[src/rtl/usb_fs_pkg.sv]
// ---------------------------------------------------------------------------
// usb_fs_pkg
// Shared definitions for the full-speed USB OUT drain path: scheduler state
// encoding, endpoint number width and the downstream byte tuple layout.
// ---------------------------------------------------------------------------
package usb_fs_pkg;

    // Drain scheduler states.
    typedef enum logic {
        ST_IDLE   = 1'b0,
        ST_STREAM = 1'b1
    } sched_state_t;

    localparam int EP_NUM_W = 4;
    localparam int TUPLE_W  = 14;

    // One downstream entry: {setup, last, ep[3:0], data[7:0]}.
    typedef struct packed {
        logic                setup;
        logic                last;
        logic [EP_NUM_W-1:0] ep;
        logic [7:0]          data;
    } dout_tuple_t;

endpackage

[src/rtl/usb_fs_skid_fifo2.sv]
// ---------------------------------------------------------------------------
// usb_fs_skid_fifo2
// Two-entry FIFO used as the output skid buffer of the OUT drain scheduler.
// A push and a pop may happen in the same cycle even when the FIFO is full.
// The head is forced to zero while empty so the downstream fields read zero
// whenever nothing is valid.
//
// Ports:
//   i_clk, i_reset_n : clock, synchronous active-low reset
//   i_push, i_din    : write strobe and entry
//   i_pop            : remove the head (ignored while empty)
//   o_dout, o_valid  : head entry and non-empty flag
//   o_count          : number of stored entries (0..2)
// ---------------------------------------------------------------------------
module usb_fs_skid_fifo2
    import usb_fs_pkg::*;
#(
    parameter int WIDTH = TUPLE_W
) (
    input  logic             i_clk,
    input  logic             i_reset_n,
    input  logic             i_push,
    input  logic [WIDTH-1:0] i_din,
    input  logic             i_pop,
    output logic [WIDTH-1:0] o_dout,
    output logic             o_valid,
    output logic [1:0]       o_count
);

    logic [WIDTH-1:0] r_mem [2];
    logic             r_wr_ptr;
    logic             r_rd_ptr;
    logic [1:0]       r_count;
    logic             w_do_push;
    logic             w_do_pop;

    assign w_do_pop  = i_pop && (r_count != 2'd0);
    // A simultaneous pop frees the slot the push needs when full.
    assign w_do_push = i_push && ((r_count != 2'd2) || w_do_pop);

    always_ff @(posedge i_clk) begin
        if (!i_reset_n) begin
            r_wr_ptr <= 1'b0;
            r_rd_ptr <= 1'b0;
            r_count  <= 2'd0;
        end else begin
            if (w_do_push) begin
                r_wr_ptr <= ~r_wr_ptr;
            end
            if (w_do_pop) begin
                r_rd_ptr <= ~r_rd_ptr;
            end
            case ({w_do_push, w_do_pop})
                2'b10:   r_count <= r_count + 2'd1;
                2'b01:   r_count <= r_count - 2'd1;
                default: r_count <= r_count;
            endcase
        end
    end

    // Storage carries no reset; validity is tracked by r_count alone.
    always_ff @(posedge i_clk) begin
        if (i_reset_n && w_do_push) begin
            r_mem[r_wr_ptr] <= i_din;
        end
    end

    assign o_valid = (r_count != 2'd0);
    assign o_dout  = o_valid ? r_mem[r_rd_ptr] : '0;
    assign o_count = r_count;

endmodule

[src/rtl/usb_fs_out_drain_sched.sv]
// ---------------------------------------------------------------------------
// usb_fs_out_drain_sched
// Round-robin drain of the OUT protocol engine's per-endpoint packet buffers
// into one valid/ready byte stream. One endpoint is granted at a time and
// keeps the grant until its packet's last byte is captured. Read strobes
// account for the engine's one-cycle registered read latency, and a 2-entry
// skid FIFO absorbs downstream backpressure.
//
// Ports:
//   i_clk, i_reset_n          : clock, synchronous active-low reset
//   i_ep_enable               : per-endpoint drain enable (checked at arbitration only)
//   i_out_ep_data_avail       : endpoint has undrained payload bytes
//   i_out_ep_setup            : current packet on endpoint arrived via SETUP
//   i_out_ep_data             : byte read by the previous cycle's get
//   o_out_ep_data_get         : one-hot read strobe to the engine
//   o_dout_valid/i_dout_ready : downstream handshake
//   o_dout_data/ep/setup/last : downstream byte and its tags
//   o_busy                    : grant held, read in flight or bytes buffered
// ---------------------------------------------------------------------------
module usb_fs_out_drain_sched
    import usb_fs_pkg::*;
#(
    parameter int NUM_OUT_EPS = 1
) (
    input  logic                   i_clk,
    input  logic                   i_reset_n,
    input  logic [NUM_OUT_EPS-1:0] i_ep_enable,
    input  logic [NUM_OUT_EPS-1:0] i_out_ep_data_avail,
    input  logic [NUM_OUT_EPS-1:0] i_out_ep_setup,
    input  logic [7:0]             i_out_ep_data,
    output logic [NUM_OUT_EPS-1:0] o_out_ep_data_get,
    output logic                   o_dout_valid,
    input  logic                   i_dout_ready,
    output logic [7:0]             o_dout_data,
    output logic [EP_NUM_W-1:0]    o_dout_ep,
    output logic                   o_dout_setup,
    output logic                   o_dout_last,
    output logic                   o_busy
);

    sched_state_t            r_state;
    sched_state_t            w_state_next;
    logic [EP_NUM_W-1:0]     r_grant;
    logic [EP_NUM_W-1:0]     r_rr_ptr;
    logic                    r_grant_setup;
    logic                    r_inflight;

    logic [NUM_OUT_EPS-1:0]  w_req;
    logic [NUM_OUT_EPS-1:0]  w_after;
    logic [NUM_OUT_EPS-1:0]  w_pick_oh;
    logic [NUM_OUT_EPS-1:0]  w_grant_oh;
    logic [EP_NUM_W-1:0]     w_pick;
    logic                    w_pick_setup;
    logic                    w_grant_avail;
    logic                    w_get;
    logic                    w_pop;
    logic                    w_credit;
    logic                    w_fifo_valid;
    logic [1:0]              w_fifo_count;
    dout_tuple_t             w_push_tuple;
    dout_tuple_t             w_head;

    // Lowest requester above the pointer wins; if none, wrap to the lowest
    // requester overall. Later assignments in the loops override earlier ones.
    function automatic logic [EP_NUM_W-1:0] rr_pick(
        input logic [NUM_OUT_EPS-1:0] req,
        input logic [NUM_OUT_EPS-1:0] after
    );
        logic [EP_NUM_W-1:0]    pick;
        logic [NUM_OUT_EPS-1:0] hi;
        pick = '0;
        hi   = req & after;
        for (int i = NUM_OUT_EPS - 1; i >= 0; i--) begin
            if (req[i]) pick = EP_NUM_W'(i);
        end
        for (int i = NUM_OUT_EPS - 1; i >= 0; i--) begin
            if (hi[i]) pick = EP_NUM_W'(i);
        end
        return pick;
    endfunction

    assign w_req  = i_out_ep_data_avail & i_ep_enable;
    assign w_pick = rr_pick(w_req, w_after);

    // Per-endpoint decodes avoid indexing narrow vectors with the 4-bit number.
    for (genvar gi = 0; gi < NUM_OUT_EPS; gi++) begin : g_ep
        assign w_after[gi]    = (EP_NUM_W'(gi) > r_rr_ptr);
        assign w_pick_oh[gi]  = (w_pick == EP_NUM_W'(gi));
        assign w_grant_oh[gi] = (r_grant == EP_NUM_W'(gi));
    end

    assign w_pick_setup  = |(i_out_ep_setup & w_pick_oh);
    assign w_grant_avail = |(i_out_ep_data_avail & w_grant_oh);

    // Avail seen in the capture cycle already reflects the read in flight,
    // so a low avail marks the captured byte as the packet's last.
    assign w_push_tuple = {r_grant_setup, ~w_grant_avail, r_grant, i_out_ep_data};

    assign w_pop = w_fifo_valid & i_dout_ready;
    // A byte leaving this cycle frees a slot, which keeps 1 byte/cycle flowing.
    assign w_credit = (({1'b0, w_fifo_count} + {2'b00, r_inflight}) <
                       (3'd2 + {2'b00, w_pop}));

    always_comb begin
        w_state_next = r_state;
        w_get        = 1'b0;
        case (r_state)
            ST_IDLE: begin
                if (|w_req) w_state_next = ST_STREAM;
            end
            ST_STREAM: begin
                w_get = w_grant_avail && w_credit;
                if (r_inflight && w_push_tuple.last) w_state_next = ST_IDLE;
            end
            default: w_state_next = ST_IDLE;
        endcase
    end

    always_ff @(posedge i_clk) begin
        if (!i_reset_n) begin
            r_state       <= ST_IDLE;
            r_grant       <= '0;
            r_grant_setup <= 1'b0;
            r_rr_ptr      <= EP_NUM_W'(NUM_OUT_EPS - 1);
            r_inflight    <= 1'b0;
        end else begin
            r_state    <= w_state_next;
            r_inflight <= w_get;
            if ((r_state == ST_IDLE) && (|w_req)) begin
                r_grant       <= w_pick;
                r_grant_setup <= w_pick_setup;
            end
            if (r_inflight && w_push_tuple.last) begin
                r_rr_ptr <= r_grant;
            end
        end
    end

    usb_fs_skid_fifo2 #(
        .WIDTH (TUPLE_W)
    ) u_fifo (
        .i_clk     (i_clk),
        .i_reset_n (i_reset_n),
        .i_push    (r_inflight),
        .i_din     (w_push_tuple),
        .i_pop     (w_pop),
        .o_dout    (w_head),
        .o_valid   (w_fifo_valid),
        .o_count   (w_fifo_count)
    );

    assign o_out_ep_data_get = w_get ? w_grant_oh : '0;
    assign o_dout_valid      = w_fifo_valid;
    assign o_dout_data       = w_head.data;
    assign o_dout_ep         = w_head.ep;
    assign o_dout_setup      = w_head.setup;
    assign o_dout_last       = w_head.last;
    assign o_busy            = (r_state == ST_STREAM) | r_inflight | (w_fifo_count != 2'd0);

endmodule

[config.mk]
export PLATFORM = sky130hd
export DESIGN_NAME = usb_fs_out_drain_sched
export DESIGN_NICKNAME = d
export VERILOG_FILES = /design/src/rtl/usb_fs_pkg.sv /design/src/rtl/usb_fs_skid_fifo2.sv /design/src/rtl/usb_fs_out_drain_sched.sv
export SDC_FILE = /design/constraint.sdc
export NUM_CORES = 1
export LEC_CHECK = 0
export ABC_CLOCK_PERIOD_IN_PS = 3500
export CAP_MARGIN = 20
export CELL_PAD_IN_SITES_DETAIL_PLACEMENT = 0
export CELL_PAD_IN_SITES_GLOBAL_PLACEMENT = 2
export CORE_MARGIN = 4
export CORE_UTILIZATION = 33
export CTS_CLUSTER_DIAMETER = 30
export DETAILED_ROUTE_END_ITERATION = 12
export HOLD_SLACK_MARGIN = 0.15
export PLACE_DENSITY = 0.79
export REMOVE_ABC_BUFFERS = 1
export SLEW_MARGIN = 0
export SYNTH_ARGS = -nofsm -noshare
export SYNTH_HDL_FRONTEND = slang
export SYNTH_SLANG_ARGS = --single-unit
[constraint.sdc]
create_clock -name i_clk -period 3.5 [get_ports i_clk]
set_clock_uncertainty 0.2 [all_clocks]
set_input_delay 1.05 -clock i_clk [delete_from_list [all_inputs] [get_ports i_clk]]
set_output_delay 1.05 -clock i_clk [all_outputs]
set_load 0.05 [all_outputs]
=== After elaboration in Yosys (flattened, before gate mapping) ===
Memory sizes are Yosys's and may differ from the RTL's. A register that Yosys moved wholly into a read port is not among the register bits.
Index checks and enable logic that the tools add are counted.

* Input port bits: 14
* Bits in writable memories: 20
* Flip-flop bits (word level): 7
* Output and inout port bits: 17
* Memories kept: 1
* Latch bits: 0
* Memory bits (read-only): 0
* Logic and storage cells: 43

{| class="wikitable"
|+ Memory list
! name !! words !! width !! read ports !! clocked after Yosys merged registers in !! write ports !! line !! source
|-
| u_fifo.r_mem || 2 || 10 || 1 || 1 || 1 || usb_fs_skid_fifo2.sv:30 || <nowiki>logic [WIDTH-1:0] r_mem [2];</nowiki>
|}

* Multiply operators: 0
* Bitwise operators: 8
* Magnitude comparators: 1
* Eq/ne operators: 3
* Add/sub/neg operators: 4
* Div/mod/pow operators: 0
* Reduce and logical (&&, ||, !) cells: 9
* Shift operators: 0
* Muxes and demuxes: 11

{| class="wikitable"
|+ Operators with widths
! operator !! number
|-
| 2-to-1 mux 14 bit || 1
|-
| 2-to-1 mux 1 bit || 8
|-
| logical AND 1 bit || 6
|-
| inverter 1 bit || 4
|-
| one-hot mux 2 bit (2 select lines) || 1
|-
| nonzero test 2 bit || 2
|-
| adder 2 x 1 -> 3 bit || 1
|-
| adder 2 x 1 -> 3 bit (first input constant) || 1
|-
| less-than comparator 3 bit || 1
|-
| adder 2 x 1 -> 2 bit (second input constant) || 1
|-
| bitwise AND 1 bit || 2
|-
| == test 2 x 1 -> 1 bit (second input constant) || 1
|-
| == test 2 bit (second input constant) || 1
|-
| inequality test 2 bit (second input constant) || 1
|-
| OR 1 bit || 2
|-
| one-hot mux 1 bit (2 select lines) || 1
|-
| subtractor 2 x 1 -> 2 bit (second input constant) || 1
|-
| logical OR 1 bit || 1
|}

=== Depth between registers and ports, before layout ===
Gate-level depths: netlist of run 1.

* Depth after elaboration: 8
* Depth in mapped cells: 6

=== By module ===
A second synthesis of run 1 with hierarchy kept.

* Cell total of the unflattened synthesis: 110
* Area, all modules: 1472.7 um^2

{| class="wikitable"
|+ By module, submodules not included
! module !! instances !! area an instance (um^2) !! cells an instance
|-
| usb_fs_skid_fifo2 || 1 || 1297.5 || 89
|-
| usb_fs_out_drain_sched || 1 || 175.2 || 21
|}

=== Least setup slack after synthesis of run 1 ===
Ideal clock, no wire load.

* Kind: input to output
* Start: input i_dout_ready
* End: output o_out_ep_data_get
* Path buffers: 0
* Data arrival time: 2.445 ns
* Slack: -0.195 ns
* Stages: 3
* Cell sequence: o21ai_1 > o21ai_1 > nor3b_1

* Longest elaborated chain between the ends: 6

{| class="wikitable"
|+ RTL lines
! element !! line !! source
|-
| from (decl) || usb_fs_out_drain_sched.sv:33 || <nowiki>input logic i_dout_ready,</nowiki>
|-
| bitwise AND 1 bit || usb_fs_out_drain_sched.sv:99 || <nowiki>assign w_pop = w_fifo_valid & i_dout_ready;</nowiki>
|-
| adder 2 x 1 -> 3 bit || usb_fs_out_drain_sched.sv:102 || <nowiki>(3'd2 + {2'b00, w_pop}));</nowiki>
|-
| less-than comparator 3 bit || usb_fs_out_drain_sched.sv:101 || <nowiki>assign w_credit = (({1'b0, w_fifo_count} + {2'b00, r_inflight}) <</nowiki>
|-
| logical AND 1 bit || usb_fs_out_drain_sched.sv:112 || <nowiki>w_get = w_grant_avail && w_credit;</nowiki>
|-
| 2-to-1 mux 1 bit || usb_fs_out_drain_sched.sv:107 || <nowiki>case (r_state)</nowiki>
|-
| 2-to-1 mux 1 bit || usb_fs_out_drain_sched.sv:152 || <nowiki>assign o_out_ep_data_get = w_get ? w_grant_oh : '0;</nowiki>
|-
| to (decl) || usb_fs_out_drain_sched.sv:31 || <nowiki>output logic [NUM_OUT_EPS-1:0] o_out_ep_data_get,</nowiki>
|}

Every way passes these cells.

=== Worst setup path after layout of run 1 ===
* Start: input i_out_ep_data_avail
* End: output o_out_ep_data_get

* Longest elaborated chain between the ends: 3

{| class="wikitable"
|+ RTL lines
! element !! line !! source
|-
| from (decl) || usb_fs_out_drain_sched.sv:28 || <nowiki>input logic [NUM_OUT_EPS-1:0] i_out_ep_data_avail,</nowiki>
|-
| logical AND 1 bit || usb_fs_out_drain_sched.sv:112 ||
|-
| 2-to-1 mux 1 bit || usb_fs_out_drain_sched.sv:107 ||
|-
| 2-to-1 mux 1 bit || usb_fs_out_drain_sched.sv:152 ||
|}

Every way passes these cells.

==> impl_metrics.ini, run 1 <==
[route]
drt_first_iter_violations = 22
remaining_drc_errors = 0
wl_met1_um = 850
routed_wirelength_um = 2074
wire_per_inst_um = 12.20
dr_wl_met3_um = 131
wl_met2_um = 1067
viasPerCell = 4.447
via_count = 756
first_pass_iters = 4
top_layer = met4
drtAntennaViolNets = 0

[critical_path]
path_class = in -> out
cp-end-kind = output port
cp.arrival_ns = 2.10
crit_path_start_kind = input pin
worstPathRequired_ns = 2.25
cp_max_fo = 4

[logic_synthesis]
synth_top_area_share_pct = 51.28
netlist_top_cells_area = edfxtp_1 51%, dfxtp_1 14%, mux2i_1 10%
synth-main-ff-cell = edfxtp_1
synth.distinct_cells = 23
synth_most_common_cell = edfxtp_1
synth_cells = 92
syn_avg_cell_area_sq_um = 12.73
ys_ff_latch = 28
async_flop_share_pct = 0
synth_top_cell_by_area = edfxtp_1
ys_seq_area_share_pct = 64.96
synthTopCellsByCount = 20 x edfxtp_1, 16 x nor2_1, 12 x mux2i_1, 8 x dfxtp_1, 6 x inv_1
synth-edff-count = 20
synth_area_sq_um = 1171
ys_warn_count = 0

[grt]
grt_pass1_wl_um = 3284
antenna_found_initial = 0
grt_max_degree = 17
grt_pass1_vias = 759
grt_usage_pct = 9.895
grt_overflow = 0

[timing]
setup_viol_count_final = 0
slew_headroom_pct = 42.77
period_needed_ns = 3.351
rsz0062_at_grt = false
worstMarginPinSlew_ns = 0.8553
final-hold-violation-count = 0
period_share_pct = 95.74
fmax_mhz = 298.4
finalWorstSetupSlack_ns = 0.1492
hold_slack_ns = 0.2737
slew_viol_final = 0

[cells_and_area]
fillers = 321
antenna_cells = 0
finalNetCount = 142
multiInputGateArea_sq_um = 371.6
regArea_sq_um = 760.7
drive_gt1_share_pct = 12.10
final_cell_area_sq_um = 1573
area_delta_synth_final_pct = 34.30

[place]
place_ws_ns = 0.02534
placed_area_sq_um = 1506
io_buffers = 26
place_hpwl_um = 1568
place_congestion = 0.7269

[floorplanning]
dieArea_sq_um = 4566
pin_count = 31
start_util_pct = 34.55
rows = 21
die_y_um = 67.57
placeableCoreArea_sq_um = 3390
die_width_um = 67.57

[clocking]
cts_tree = built
clockBufferDepth = 2
clock_latency_ns = 0.33
clockRootBuffer = clkbuf_4
clock-sinks = 28
cts_buffers = 3
h-tree-depth = 1
clkTransAtPathRegs_ns = 0.14

[pwr]
p_total_uw = 761.1
powerDensity_nw_per_um2 = 483.9
p_leak_uw = 0.0005863
ir_worst_vdd_mv = 0.2070

[worst_hold_path]
hold_class = reg -> reg

[job]
cap_violations = 0

[run_status]
status = completed
area by class of cell:
| type | instances | share of cell area [%] |
|---|---|---|
| inverter | 6 | 1.432 |
| tap | 46 | 3.660 |
| sequential | 28 | 48.37 |
| multi-input combinational | 55 | 23.63 |
| clock buffer | 3 | 1.432 |
| clock inverter | 1 | 1.909 |
| timing repair buffer | 31 | 19.57 |
critical path, cell delays in order:
cell and delay, ns:
clkdlybuf4s50_1 0.52, nand2_1 0.10, nor3b_2 0.17, buf_4 0.14
buf_12 0.12
cell usage in the layout, fill, tap and decap left out:
master / instances
clkdlybuf4s50_1: 23
edfxtp_1: 20
nor2_1: 15
mux2i_1: 12
dfxtp_1: 8
inv_1: 6
buf_4: 6
conb_1: 4
nand2_1: 3
ha_1: 3
clkbuf_4: 3
or3_1: 2
xor2_1: 2
o21ai_0: 2
a21oi_1: 2
o21ai_2: 1
nor2_2: 1
o31ai_2: 1
nor3_1: 1
o21ai_1: 1
nor3b_2: 1
nand3b_1: 1
nor4b_1: 1
xnor2_1: 1
nand2b_1: 1
bufinv_16: 1
dlymetal6s2s_1: 1
buf_12: 1
logic make-up (layout without fill, tap and decap cells):
group	Yosys count	in the layout	share of synthesized area, %
xor gates and xnor gates	3	3	2.244
AOI/OAI and AO/OA	7	7	3.632
DFF	28	28	64.96
buffers and inverters	12	41	5.234
adders and majority gates	3	3	3.205
and+or+nand+nor	26	26	10.15
muxes	12	12	10.26
other	1	4	0.3202
stage by stage:
step	TNS [ns]	std cells	utilization, %
after CTS	0	170	46.07
after floorplan	-0.1951	89	-
after global placement	0	166	44.44
after global routing	0	170	46.40
final	0	170	46.40
after detailed placement	0	166	44.44
registers in the layout (all words and copies together) (netlist names), named ones only:
name and count:
u_fifo.r_wr_ptr 1, r_state 1, r_inflight 1, r_grant_setup 1, u_fifo.r_rd_ptr 1, u_fifo.o_count 2
u_fifo.r_mem 20
where the power goes:
part | internal [uW] | switching (uW) | leakage [uW]
Sequential | 363 | 8.18 | 0.000247
Combinational | 67.7 | 114 | 0.000311
Clock | 116 | 92.0 | 0.0000279
metal layers:
metal	GRT usage [%]	vias to the layer above
met3	2.163	3
met5	0	-
li1	-	379
met4	3.797	0
met1	10.30	349
met2	18.96	25
final timing paths:
| check | from | end | slack [ns] | cells after the start |
|---|---|---|---|---|
| worst max-delay path | i_out_ep_data_avail | o_out_ep_data_get | 0.15 | 5 |
| worst min-delay path | u_fifo.r_wr_ptr | u_fifo.r_wr_ptr | 0.27 | 2 |
| worst max register to register | u_fifo.o_count[1] | u_fifo.o_count[1] | 1.43 | 5 |
| worst min register to register | u_fifo.r_wr_ptr | u_fifo.r_wr_ptr | 0.27 | 2 |
what timing repair did:
item / in CTS / in global routing
pin swaps: 0 / 1
gates resized for setup: 1 / 3
hold buffers: 0 / 0
gates cloned: 0 / 0
setup buffers: 0 / 0
setup endpoints to repair: 11 / 1
Power figures use the tool's default switching activity.
==> run 2: changes to the inputs <==
- ABC_CLOCK_PERIOD_IN_PS: 3500 -> 2940
- CORE_UTILIZATION: 33 -> 27
- PLACE_DENSITY: 0.79 -> unset
- PLACE_DENSITY_LB_ADDON: unset -> 0.25
- SLEW_MARGIN: 0 -> unset
- clock period: 3.5 -> 2.94 ns (I/O delays scaled with it)
==> impl_metrics.ini, run 2 (synthesis gave the netlist of run 1 again) <==
[run_status]
status = completed

[timing]
setup_viol_count_final = 0
period_needed_ns = 2.820
slew_headroom_pct = 42.86
slew_viol_final = 0
finalWorstSetupSlack_ns = 0.1198
period_share_pct = 95.93
hold_slack_ns = 0.2711
rsz0062_at_grt = false
final-hold-violation-count = 0
fmax_mhz = 354.6
worstMarginPinSlew_ns = 0.8539

[cells_and_area]
largest_reg_flops = 20
finalNetCount = 144
fillers = 417
antenna_cells = 0
regArea_sq_um = 760.7
largest_register = u_fifo.r_mem
final_common_cell = edfxtp_1
drive_gt1_share_pct = 22.22
multiInputGateArea_sq_um = 371.6
final_cell_area_sq_um = 1583
area_delta_synth_final_pct = 35.15
fin_util_pct = 38.73
mostFrequentLayoutCells = 20 x edfxtp_1, 19 x buf_4, 16 x nor2_1

[route]
wl_met1_um = 892
wire_per_inst_um = 11.73
wl_met2_um = 1012
top_layer = met4
drt_first_iter_violations = 51
remaining_drc_errors = 0
viasPerCell = 4.222
drtAntennaViolNets = 0
dr_wl_met3_um = 140
routed_wirelength_um = 2064
via_count = 743
first_pass_iters = 3

[place]
place_ws_ns = -0.2002
place_congestion = 0.6824
place_hpwl_um = 1526
io_buffers = 26
placed_area_sq_um = 1499

[critical_path]
r2r_slack_ns = 0.99
cp.arrival_ns = 1.74
cp-end-kind = output port
path_class = in -> out
r2r_start = u_fifo.o_count[1]
crit_buf_inv = 3
cp_max_fo = 2
crit_path_start_kind = input pin
r2r_cells = 5
cpPeakStageDelay_ns = 0.23
worstPathRequired_ns = 1.86
path_delay_family = buffers and inverters
crit_slowest_cell = dlygate4sd2_1
crit_chain = dlygate4sd2_1, o21ai_2, o21ai_1, nor3b_2, buf_4, buf_12
reg2reg_to = u_fifo.o_count[1]

[pwr]
ir_worst_vdd_mv = 0.4170
powerDensity_nw_per_um2 = 599.6
p_leak_uw = 0.0006243

[job]
cap_violations = 0

[worst_hold_path]
hold_depth = 0
hold_end = u_fifo.r_mem[0][9]
min_from = r_grant_setup
hold_class = reg -> reg

[grt]
grt_pass1_vias = 780
grt_pass1_wl_um = 3539
grt_overflow = 0
grt_usage_pct = 8.618
grt_max_degree = 17
antenna_found_initial = 0

[floorplanning]
rows = 23
dieArea_sq_um = 5455
die_width_um = 73.86
die_y_um = 73.86
start_util_pct = 28.66
placeableCoreArea_sq_um = 4086
pin_count = 31

[clocking]
h-tree-depth = 1
clockRootBuffer = clkbuf_8
clkTransAtPathRegs_ns = 0.09
cts_tree = built
cts_hold_buf = 0
clockBufferDepth = 2
cts_buffers = 3
clock-sinks = 28
clock_latency_ns = 0.26
## run 2: changes by cell type in the layout (fill, tap and decap cells not counted), moves of 3 or more
cell / previous run / this run
clkbuf_4: 3 / 0
clkbuf_8: 0 / 3
clkdlybuf4s50_1: 23 / 11
buf_4: 6 / 19
## run 2: power breakdown
group,switching [uW],internal [uW]
Clock,112,182
Combinational,129,76.9
Sequential,16.5,432
Total,258,691
## run 2: through the flow
stage / power (uW) / TNS (ns) / instances
detailed placement: 665.3 / -0.2002 / 172
floorplan: 587.4 / -0.4191 / 89
finish: 949.1 / 0 / 176
global route: 999.8 / 0 / 176
CTS: 961.7 / 0 / 176
global placement: 663.8 / -0.1751 / 172
## run 2: area by class of cell
class,instances,share of cell area (%)
sequential,28,48.06
multi-input combinational,55,23.48
timing repair buffer,33,18.58
tap,50,3.953
clock buffer,3,2.609
clock inverter,1,1.897
inverter,6,1.423
## run 2: how the worst max path moves through the flow
stage	startpoint	end	slack (ns)	cells past startpoint
3_3_place_gp	i_dout_ready	o_out_ep_data_get	-0.18	6
3_5_place_dp	i_dout_ready	o_out_ep_data_get	-0.20	6
4_1_cts	i_out_ep_data_avail	o_out_ep_data_get	0.003	5
5_1_grt	i_dout_ready	o_out_ep_data_get	0.003	6
6_report	i_dout_ready	o_out_ep_data_get	0.12	6
2_1_floorplan	i_dout_ready	o_out_ep_data_get	-0.42	3
## run 2: worst register-to-register path: cells and delay by family (launching register included)
| kind | cells | cell delay, ns |
|---|---|---|
| AND/OR/NAND/NOR | 1 | 0.37 |
| buffers and inverters | 1 | 0.08 |
| AO/OA/AOI/OAI | 2 | 0.47 |
| flip-flops | 1 | 0.44 |
| adder cells (fa/ha/maj) | 1 | 0.33 |
## run 2: layer usage
| layer | global-route usage [%] | vias up |
|---|---|---|
| met3 | 3.010 | 2 |
| met1 | 9.804 | 338 |
| met5 | 0 | - |
| met4 | 2.414 | 0 |
| li1 | - | 382 |
| met2 | 15.16 | 21 |
## run 2: timing repair
| action | in CTS | in global routing |
|---|---|---|
| buffers inserted | 0 | 0 |
| pin swaps | 1 | 2 |
| endpoints found under the setup margin | 1 | 1 |
| resized for setup | 4 | 1 |
==> run 3: changes to the inputs <==
- CAP_MARGIN: 20 -> unset
- PLACE_DENSITY: unset -> 0.78
- PLACE_DENSITY_LB_ADDON: 0.25 -> unset
- SLEW_MARGIN: unset -> 20
==> impl_metrics.ini, run 3 (synthesis gave the netlist of run 1 again) <==
[grt]
grt_max_degree = 17
grt_usage_pct = 8.696
grt_overflow = 0
grt_pass1_vias = 821
grt_pass1_wl_um = 3684
antenna_found_initial = 0

[critical_path]
crit_slowest_cell = dlygate4sd2_1
cp-end-kind = output port
crit_chain = dlygate4sd2_1, o21ai_2, o21ai_2, nor3b_2, buf_4, buf_12
reg2reg_to = u_fifo.o_count[1]
crit_start = i_dout_ready
cpPeakStageDelay_ns = 0.23
cp_max_fo = 2
path_delay_family = buffers and inverters
crit_path_end = o_out_ep_data_get
path_depth = 6
r2r_start = u_fifo.o_count[1]
path_class = in -> out
crit_buf_inv = 3
r2r_slack_ns = 1.02
cpMostUsedCell = o21ai_2
worstPathRequired_ns = 1.86
cp.arrival_ns = 1.78
r2r_cells = 5
crit_path_start_kind = input pin

[pwr]
p_leak_uw = 0.0006213
p_total_uw = 957.9
p_seq_share_pct = 46.9
p_comb_share_pct = 22.0
powerDensity_nw_per_um2 = 602.3
p_int_uw = 692.9
p_sw_uw = 265.0
p_sw_share_pct = 27.67
ir_worst_vdd_mv = 0.3757
clkPwrFrac_pct = 31.1

[floorplanning]
die_width_um = 73.86
rows = 23
die_y_um = 73.86
pin_count = 31
start_util_pct = 28.66
dieArea_sq_um = 5455
placeableCoreArea_sq_um = 4086

[cells_and_area]
mostFrequentLayoutCells = 20 x buf_4, 20 x edfxtp_1, 16 x nor2_1
area_delta_synth_final_pct = 35.79
drive_gt1_share_pct = 23.62
finalNetCount = 145
final_cells = 177
largest_register = u_fifo.r_mem
largest_reg_flops = 20
antenna_cells = 0

[timing]
worstMarginPinSlew_ns = 0.8458
fmax_mhz = 349.6
setup_viol_count_final = 0
period_share_pct = 97.28
slew_viol_final = 0
slew_headroom_pct = 43.41
period_needed_ns = 2.860
final-hold-violation-count = 0

[clocking]
clkTransAtPathRegs_ns = 0.09
clockBufferDepth = 2
h-tree-depth = 1
cts_tree = built
clock-sinks = 28
clock_latency_ns = 0.27
cts_buffers = 3
clockRootBuffer = clkbuf_8

[place]
dpl.cell_count = 172
place_congestion = 0.7199
place_hpwl_um = 1619
io_buffers = 26

[run_status]
status = completed

[job]
cap_violations = 0

[worst_hold_path]
hold_class = reg -> reg

[route]
remaining_drc_errors = 0
routed_wirelength_um = 2255
drtAntennaViolNets = 0
drt_first_iter_violations = 40
first_pass_iters = 4
viasPerCell = 4.277
via_count = 757
wire_per_inst_um = 12.74
==> run 3: cell count changes in the layout (fill, tap and decap cells not counted) <==
cell            before  now
o21ai_2              1    2
buf_4               19   20
dlymetal6s2s_1       1    0
o21ai_1              1    0
dlygate4sd2_1        1    2
==> run 3: cell type report <==
cell class                 count  area (sq um)
clock buffer                   3         41.29
clock inverter                 1         30.03
fill                         407          2496
inverter                       6         22.52
multi-input combinational     55         375.4
sequential                    28         760.7
tap                           50         62.56
timing repair buffer          34         297.8
==> run 3: worst min path at each step <==
stage                       start                  to  cells past startpoint
detailed placement  r_grant_setup  u_fifo.r_mem[1][9]                      0
floorplan           r_grant_setup  u_fifo.r_mem[0][9]                      0
global placement    r_grant_setup  u_fifo.r_mem[0][9]                      0
CTS                 r_grant_setup  u_fifo.r_mem[1][9]                      0
finish              r_grant_setup  u_fifo.r_mem[0][9]                      0
global route        r_grant_setup  u_fifo.r_mem[0][9]                      0
==> run 3: timing repair <==
action	4_1_cts	5_1_grt
setup buffers	1	0
pin swaps	1	1
hold buffers	0	0
endpoints found under the setup margin	1	1
gates resized for setup	5	1
==> run 3: worst reg2reg max path, stage by stage, from the launching register on <==
cell and delay (ns):
dfxtp_1 0.45, inv_1 0.08, o31ai_2 0.30, ha_1 0.32, or3_1 0.38, a21oi_1 0.14
==> run 3: power by group through the flow <==
stage | clock network [uW] | logic (uW) | registers, uW
floorplan | 0 | 134 | 454
global placement | 0 | 205 | 457
detailed placement | 0 | 209 | 458
CTS | 310 | 211 | 449
global route | 323 | 226 | 451
finish | 298 | 211 | 449
==> run 3: metrics by stage <==
step / utilization, % / setup slack (ns) / hold slack (ns) / setup TNS [ns] / area, sq um
2_1_floorplan: - / -0.4191 / 0.2253 / -0.4191 / 1144
3_3_place_gp: 36.68 / -0.1642 / 0.2414 / -0.1642 / 1499
3_5_place_dp: 36.68 / -0.2385 / 0.2454 / -0.2385 / 1499
4_1_cts: 38.82 / 0.05218 / 0.2705 / 0 / 1587
5_1_grt: 38.92 / -0.005167 / 0.2985 / -0.005167 / 1590
6_report: 38.92 / 0.07989 / 0.2683 / 0 / 1590
==> run 3: routing by layer <==
layer | GRT usage [%] | part of all wire, % | up-vias
met2 | 16.44 | 52 | 25
met3 | 2.736 | 7.1 | 0
li1 | - | - | 382
met5 | 0 | 0 | -
met1 | 9.864 | 41 | 350
met4 | 0.6036 | 0 | 0
